`config.mk`:
```
export PLATFORM = sky130hd
export DESIGN_NAME = bikelight_ctrl
export DESIGN_NICKNAME = d
export VERILOG_FILES = /design/src/rtl/bikelight_pkg.sv /design/src/rtl/bikelight_debounce.sv /design/src/rtl/bikelight_ctrl.sv
export SDC_FILE = /design/constraint.sdc
export NUM_CORES = 1
export LEC_CHECK = 0
export CAP_MARGIN = 30
export CORE_MARGIN = 10
export CORE_UTILIZATION = 40
export CTS_CLUSTER_DIAMETER = 60
export DETAILED_ROUTE_END_ITERATION = 16
export GPL_TIMING_DRIVEN = 0
export PLACE_DENSITY = 0.62
export SLEW_MARGIN = 5
export SYNTH_ARGS = -nofsm -noshare
export SYNTH_HDL_FRONTEND = slang
export SYNTH_SLANG_ARGS = --single-unit
```
`constraint.sdc`:
```
create_clock -name clk -period 2 [get_ports clk]
set_clock_uncertainty 0.2 [all_clocks]
set_input_delay 0.2 -clock clk [delete_from_list [all_inputs] [get_ports clk]]
set_output_delay 0.2 -clock clk [all_outputs]
set_load 0.02 [all_outputs]
```
`src/rtl/bikelight_pkg.sv`:
```
// Shared mode encodings and counter-width helper for the bike light controller.
package bikelight_pkg;

  localparam int MODE_W = 2;

  localparam logic [MODE_W-1:0] MODE_OFF   = 2'd0;
  localparam logic [MODE_W-1:0] MODE_ON    = 2'd1;
  localparam logic [MODE_W-1:0] MODE_BLINK = 2'd2;
  localparam logic [MODE_W-1:0] MODE_DIM   = 2'd3;

  typedef enum logic [MODE_W-1:0] {
    ST_OFF   = MODE_OFF,
    ST_ON    = MODE_ON,
    ST_BLINK = MODE_BLINK,
    ST_DIM   = MODE_DIM
  } mode_t;

  // Width of a counter that runs 0..terminal-1; never narrower than one bit.
  function automatic int cnt_w(input int terminal);
    return (terminal < 2) ? 1 : $clog2(terminal);
  endfunction

endpackage

```
`src/rtl/bikelight_debounce.sv`:
```
// Button front end: 2-flop synchronizer, level debouncer and rising-edge press pulse.
module bikelight_debounce #(
  parameter int DB_CYCLES = 3
) (
  input  logic clk,
  input  logic rst_n,
  input  logic btn,
  output logic press
);

  localparam int              CW       = $clog2(DB_CYCLES + 1);
  localparam logic [CW-1:0]   CNT_LAST = CW'(DB_CYCLES - 1);

  logic          sync1;
  logic          sync2;
  logic          db;
  logic          db_q;
  logic [CW-1:0] cnt;

  always_ff @(posedge clk or negedge rst_n) begin
    if (!rst_n) begin
      sync1 <= 1'b0;
      sync2 <= 1'b0;
      db    <= 1'b0;
      db_q  <= 1'b0;
      cnt   <= '0;
      press <= 1'b0;
    end else begin
      // synchronizer stage
      sync1 <= btn;
      sync2 <= sync1;
      // debounce stage: the DB_CYCLES-th disagreeing sample flips the level
      if (sync2 == db) begin
        cnt <= '0;
      end else if (cnt == CNT_LAST) begin
        db  <= ~db;
        cnt <= '0;
      end else begin
        cnt <= cnt + 1'b1;
      end
      // edge stage: only a rising debounced level is a press
      db_q  <= db;
      press <= db & ~db_q;
    end
  end

endmodule

```
`src/rtl/bikelight_ctrl.sv`:
```
// Bike light mode controller: debounced button steps OFF/ON/BLINK[/DIM] and drives the LED.
// Define BIKELIGHT_DIM_EN to build the DIM mode and its PWM counter.
module bikelight_ctrl
  import bikelight_pkg::*;
#(
  parameter int DB_CYCLES  = 3,
  parameter int BLINK_HALF = 8,
  parameter int PWM_PERIOD = 4,
  parameter int PWM_DUTY   = 1
) (
  input  logic              clk,
  input  logic              rst_n,
  input  logic              btn,
  output logic              led,
  output logic [MODE_W-1:0] mode,
  output logic              press
);

  localparam int            BW         = cnt_w(BLINK_HALF);
  localparam logic [BW-1:0] BLINK_LAST = BW'(BLINK_HALF - 1);

  mode_t         state;
  mode_t         state_nxt;
  logic          mode_chg;
  logic [BW-1:0] blink_cnt;
  logic          blink_ph;
  logic          pwm_on;

  bikelight_debounce #(
    .DB_CYCLES(DB_CYCLES)
  ) u_debounce (
    .clk  (clk),
    .rst_n(rst_n),
    .btn  (btn),
    .press(press)
  );

  always_ff @(posedge clk or negedge rst_n) begin
    if (!rst_n) state <= ST_OFF;
    else        state <= state_nxt;
  end

  always_comb begin
    state_nxt = state;
    case (state)
      ST_OFF:   if (press) state_nxt = ST_ON;
      ST_ON:    if (press) state_nxt = ST_BLINK;
`ifdef BIKELIGHT_DIM_EN
      ST_BLINK: if (press) state_nxt = ST_DIM;
      ST_DIM:   if (press) state_nxt = ST_OFF;
`else
      ST_BLINK: if (press) state_nxt = ST_OFF;
      // code 3 is unreachable here; treat it as OFF
      ST_DIM:   state_nxt = press ? ST_ON : ST_OFF;
`endif
      default:  state_nxt = ST_OFF;
    endcase
  end

  assign mode     = state;
  assign mode_chg = (state_nxt != state);

  // A mode change outranks a same-cycle blink wrap and restarts the phase high.
  always_ff @(posedge clk or negedge rst_n) begin
    if (!rst_n) begin
      blink_cnt <= '0;
      blink_ph  <= 1'b1;
    end else if (mode_chg) begin
      blink_cnt <= '0;
      blink_ph  <= 1'b1;
    end else if (blink_cnt == BLINK_LAST) begin
      blink_cnt <= '0;
      blink_ph  <= ~blink_ph;
    end else begin
      blink_cnt <= blink_cnt + 1'b1;
    end
  end

`ifdef BIKELIGHT_DIM_EN
  localparam int            PW       = cnt_w(PWM_PERIOD);
  localparam logic [PW-1:0] PWM_LAST = PW'(PWM_PERIOD - 1);

  logic [PW-1:0] pwm_cnt;

  always_ff @(posedge clk or negedge rst_n) begin
    if (!rst_n)                   pwm_cnt <= '0;
    else if (pwm_cnt == PWM_LAST) pwm_cnt <= '0;
    else                          pwm_cnt <= pwm_cnt + 1'b1;
  end

  assign pwm_on = (pwm_cnt < PW'(PWM_DUTY));
`else
  localparam bit PWM_CFG_OK = (PWM_DUTY < PWM_PERIOD);

  assign pwm_on = PWM_CFG_OK & 1'b0;
`endif

  always_ff @(posedge clk or negedge rst_n) begin
    if (!rst_n) begin
      led <= 1'b0;
    end else begin
      case (state)
        ST_ON:    led <= 1'b1;
        ST_BLINK: led <= blink_ph;
        ST_DIM:   led <= pwm_on;
        default:  led <= 1'b0;
      endcase
    end
  end

endmodule
```
### After elaboration in Yosys (flattened, before gate mapping)

Cells that the tools add are included.

* register bits: 14
* latch bits: 0
* bits in writable memories: 0
* ROM bits: 0
* input port bits: 3
* word-level logic and storage cells: 39
* memories: 0

* $add $sub $neg: 2
* $mul: 0
* div/mod/pow operators: 0
* magnitude comparators: 0
* equal/unequal tests: 7
* shift operators: 0
* multiplexer cells: 12
* bitwise logic cells: 5
* reductions and logical operators: 3

Operators by type and width (count)
* 2-bit 2-to-1 mux: 5
* 2-bit case mux with 4 select lines: 1
* 2-bit == test (second input constant): 3
* 3-bit 2-to-1 mux: 2
* 1-bit inverter: 4
* 3-bit by 1-bit adder with 3-bit output (second input constant): 1
* 3-bit == test (second input constant): 1
* 1-bit 2-to-1 mux: 3
* 2-bit by 1-bit adder with 2-bit output (second input constant): 1
* 2-bit by 1-bit == test with 1-bit output (second input constant): 1
* 2-bit logical NOT: 1
* 2-bit != test: 1
* 1-bit case mux with 2 select lines: 1
* 2-bit AND reduction: 1
* 2-bit nonzero test: 1
* 1-bit bitwise AND: 1
* 1-bit == test: 1

### Logic depth before layout (Yosys ltp)

* depth after elaboration: 4
* depth in mapped cells: 6
* depth with buffers taken out: 6

### Cells and area by module

From an unflattened synthesis, not the netlist that was laid out.

* cell total of the unflattened synthesis: 53
* area total of the unflattened synthesis: 649.4 um^2

By module, submodules not included
* bikelight_ctrl: times used 1, cells each 40, area each 412.9 um^2, sequential area each 176.4 um^2
* bikelight_debounce: times used 1, cells each 13, area each 236.5 um^2, sequential area each 175.2 um^2

### Worst setup path before layout

Ideal clock, no wire load.

* path type: register to register
* start: register state[1], in the netlist mode[1]
* end: register blink_cnt[1]
* setup time: 0.120 ns
* arrival time: 1.490 ns
* required time: 1.680 ns
* setup slack: 0.190 ns
* stages on the path, launching flop included: 7
* period minus slack after synthesis: 1.810 ns
* cell sequence: dfrtp_1 inv_1 ha_1 or2b_1 nand3_1 a32oi_2 and3_1

* cells in the longest elaborated chain, start to end: 4
* elaborated cells between the ends (all ways): 10
* those cells by class: eq/ne: 4; mux: 5; reduce/logical: 1

RTL lines
* from (decl): RTL line bikelight_ctrl.sv:22 `mode_t state;`
* from (signal assigned): RTL line bikelight_ctrl.sv:40 `else state <= state_nxt;`
* 2-bit == test, or another cell as far along: RTL line bikelight_ctrl.sv:45 `case (state)`
* 2-bit case mux with 4 select lines: RTL line bikelight_ctrl.sv:45
* 2-bit != test (*): RTL line bikelight_ctrl.sv:61 `assign mode_chg = (state_nxt != state);`
* 3-bit 2-to-1 mux (*): RTL line bikelight_ctrl.sv:68 `end else if (mode_chg) begin`
* to (signal assigned): RTL line bikelight_ctrl.sv:75 `blink_cnt <= blink_cnt + 1'b1;`
* to (decl): RTL line bikelight_ctrl.sv:25 `logic [BW-1:0] blink_cnt;`

Mark *: on every way between the ends. The rest lies on a longest branch, timed or not.
A chain may end at the register's enable or synchronous reset.

### Final worst setup path

Ends and elaborated chain as after synthesis.

==> results.md <==
* XOR/XNOR Fraction of Synth Area at 0.0277
* Initial drt markers at 6
* Die Wd at about 60 um
* Reg-to-reg slack, setup at 160 ps
* Area of the multi-input gates at 275 um2
* Starting Density at 0.420
* Internal at around 0.77 mW
* DIE AREA at 0.00357 mm2
* Sequential Power Share at 0.414
* Mean routed wirelength per cell at 11.9 um
* PostCTS Resize Cnt at 0
* DRC Markers at 0
* Post-synthesis simple-gate area fraction at 0.168
* Vias in the first global route at 393
* Peak supply drop at 0.000652 V
* Clk buf depth at 2
* Final setup viols at 0
* CP peak stage delay at 490 ps
* Die H at 59.8 um
* Hold Violations, Final at 0
* Commonest non-fill, non-tap cell in the layout: dfrtp_1
* Slew Limit Fails at 0
* Register area share after synthesis at 0.555
* Psw at 0.427 mW
* Synth Area in Adders at 0.119
* Post-CTS setup buffer count at 0
* GRT Total Usage at 0.0602
* Largest net degree at the start of global routing at 15
* Kind of start point of the critical path: flop
* Dpl ws at 101 ps
* Core Util, Final at 0.501
* Cts bufs inserted at 3
* Detailed Routing Iterations Pass 1 at 4
* CTS sink cnt at 14
* Antenna violations before repair at 0
* Most frequent cells in the layout: dfrtp_1 (13), ha_1 (6), clkdlybuf4s50_1 (6)
* Worst Setup Path Type: reg -> reg
* Skew-Pair Late Insertion Delay at 270 ps
* Final net count at 73
* CTS Hold Bufs at 0
* Clock Pin Slew Worst Setup and Hold Paths at around 80 ps
* Synthesized flop and latch total at 14
* Final Power at 1.19 mW
* Yosys warns at 0
* Switching Share at 0.358
* CP Launch Point: mode[1]
* Status: finished clean
* Reg area at 352 um2
* Combinational power share at 0.423
* Root buf cell: clkbuf_4
* Max Fclk at 545 MHz
* Worst-path maximum fanout at 9
* Crit-path leading delay family: simple AND/OR/NAND/NOR gates
* Mapped Area at approximately 630 um2
* Via-per-instance ratio at about 5.0
* MaxCap Viol Count at 0
* R2R Path End: blink_cnt[1]
* Setup slack after layout at 164 ps
* FF-to-FF Start: mode[1]
* Number of buffers added on ports at 6
* Max_slew headroom at 0.603
* Leakage power at approximately 0.34 nW
* RSZ-0062 raised after global routing: false
* Critical path's slowest cell: dfrtp_1
* Syn nets at between 60 and 70
* Hold WC Path Type: in -> async
* Critical Path AT at 1800 ps
* Placed inst area at around 710 um2
* DP Cell Count at 75
* Std-Cell Rows at 14
* Layout cells sized above 1 at 0.143
* Setup crit end: blink_cnt[1]
* Synth Area in Compound Gates at 0.0949
* Dpl hpwl at ~730 um
* Routed WL at 938 um
* WP data required at 1970 ps
* Fin cells at 79
* Final Critical Period at between 1500 and 2000 ps
* Largest family of logic cells by synthesized area: simple AND/OR/NAND/NOR gates
* Crit path cell chain: inv_1, ha_1, or2b_1, nand3_1, a32oi_2, and3_1
* DR vias at 394
* Fin Hold WS at 96.7 ps
* Synthesis-to-finish area growth at 19.2%
* Antenna-violating nets left at 0
* WP buf/inv at 1
* N_diodes at 0
* First-pass GRT wire length at around 1.6 mm
* Cell count after synthesis at 53
* Stages on worst setup path at 6
* Fill cells at 127
* Overflow after GRT at 0
* Io pins at 7
* Post-route cell area at 754 um2
* Netlist cell types at 21
* CTS tree: yes
* Worst-Margin Slew at 593 ps
* Core footprint at roughly 0.0015 mm2
* Multiplexer area fraction after synthesis at 0.0178
* Synthesized area per cell at 11.9 um2
* H-tree depth at 1
* CP endpoint kind: flop
* Accumulated negative setup slack at 0 ps
* Worst-case reg-to-reg path depth at 6
* Final worst path period share at 0.918
* PwrDens at 1580 mW/mm2
* Clock share of power at 0.164
* GPL Wtd Cong at 0.787
-- layer usage --
metal	GRT usage	routed length (um)	up-vias
met2	0.0750	390	11
li1	-	-	201
met5	0	0	-
met4	0.0481	27	0
met1	0.0774	456	178
met3	0.0254	64	4
-- how the worst min path moves through the flow --
| stage | start | to | slack (ps) | cells after the start |
|---|---|---|---|---|
| floorplan | rst_n | blink_cnt[0] | -300 | 0 |
| global placement | u_debounce.sync1 | u_debounce.sync2 | 140 | 0 |
| detailed placement | u_debounce.sync1 | u_debounce.sync2 | 140 | 0 |
| CTS | rst_n | blink_cnt[1] | 110 | 1 |
| global route | rst_n | u_debounce.cnt[0] | 130 | 1 |
| finish | rst_n | u_debounce.sync2 | 100 | 1 |
-- state kept, by name (all words and copies together) (netlist names) --
| register | flops |
|---|---|
| u_debounce.db_q | 1 |
| led | 1 |
| mode | 2 |
| u_debounce.sync1 | 1 |
| blink_ph | 1 |
| u_debounce.db | 1 |
| blink_cnt | 3 |
| u_debounce.press | 1 |
| u_debounce.cnt | 2 |
| u_debounce.sync2 | 1 |
-- cell families after synthesis --
kind of cell	after synthesis
and+or+nand+nor	19
AOI/OAI and AO/OA	8
muxes	1
DFF	14
xor gates and xnor gates	2
adders and majority gates	6
buffers and inverters	3
-- power by group through the flow --
stage	Sequential [mW]	Combinational, mW	Clock (mW)
global placement	0.500	0.486	0
global route	0.514	0.579	0.215
detailed placement	0.501	0.505	0
floorplan	0.526	0.311	0
finish	0.493	0.504	0.195
CTS	0.495	0.509	0.204
-- cells in the mapped netlist --
cell | count | area, um2
a211oi_1 | 1 | 7.51
a21oi_1 | 1 | 5.00
a31o_2 | 1 | 8.76
a32oi_2 | 1 | 16.3
and3_1 | 3 | 18.8
dfrtp_1 | 13 | 325
dfstp_2 | 1 | 26.3
ha_1 | 6 | 75.1
inv_1 | 3 | 11.3
mux2_2 | 1 | 11.3
nand2_1 | 1 | 3.75
nand2b_1 | 3 | 18.8
nand3_1 | 2 | 10.0
nor2_1 | 3 | 11.3
nor2b_1 | 3 | 18.8
nor3_1 | 2 | 10.0
nor3b_1 | 1 | 7.51
o21ai_0 | 3 | 15.0
o31ai_1 | 1 | 7.51
or2b_1 | 1 | 7.51
xnor2_1 | 2 | 17.5
-- area by class of cell --
cell class / count / area share
Inverter: 3 / 0.0149
Tap cell: 16 / 0.0265
Sequential cell: 14 / 0.466
Multi-Input combinational cell: 36 / 0.365
Timing Repair Buffer: 6 / 0.0796
Clock buffer: 4 / 0.0481
Note: power is estimated with default switching activity, not from simulation.
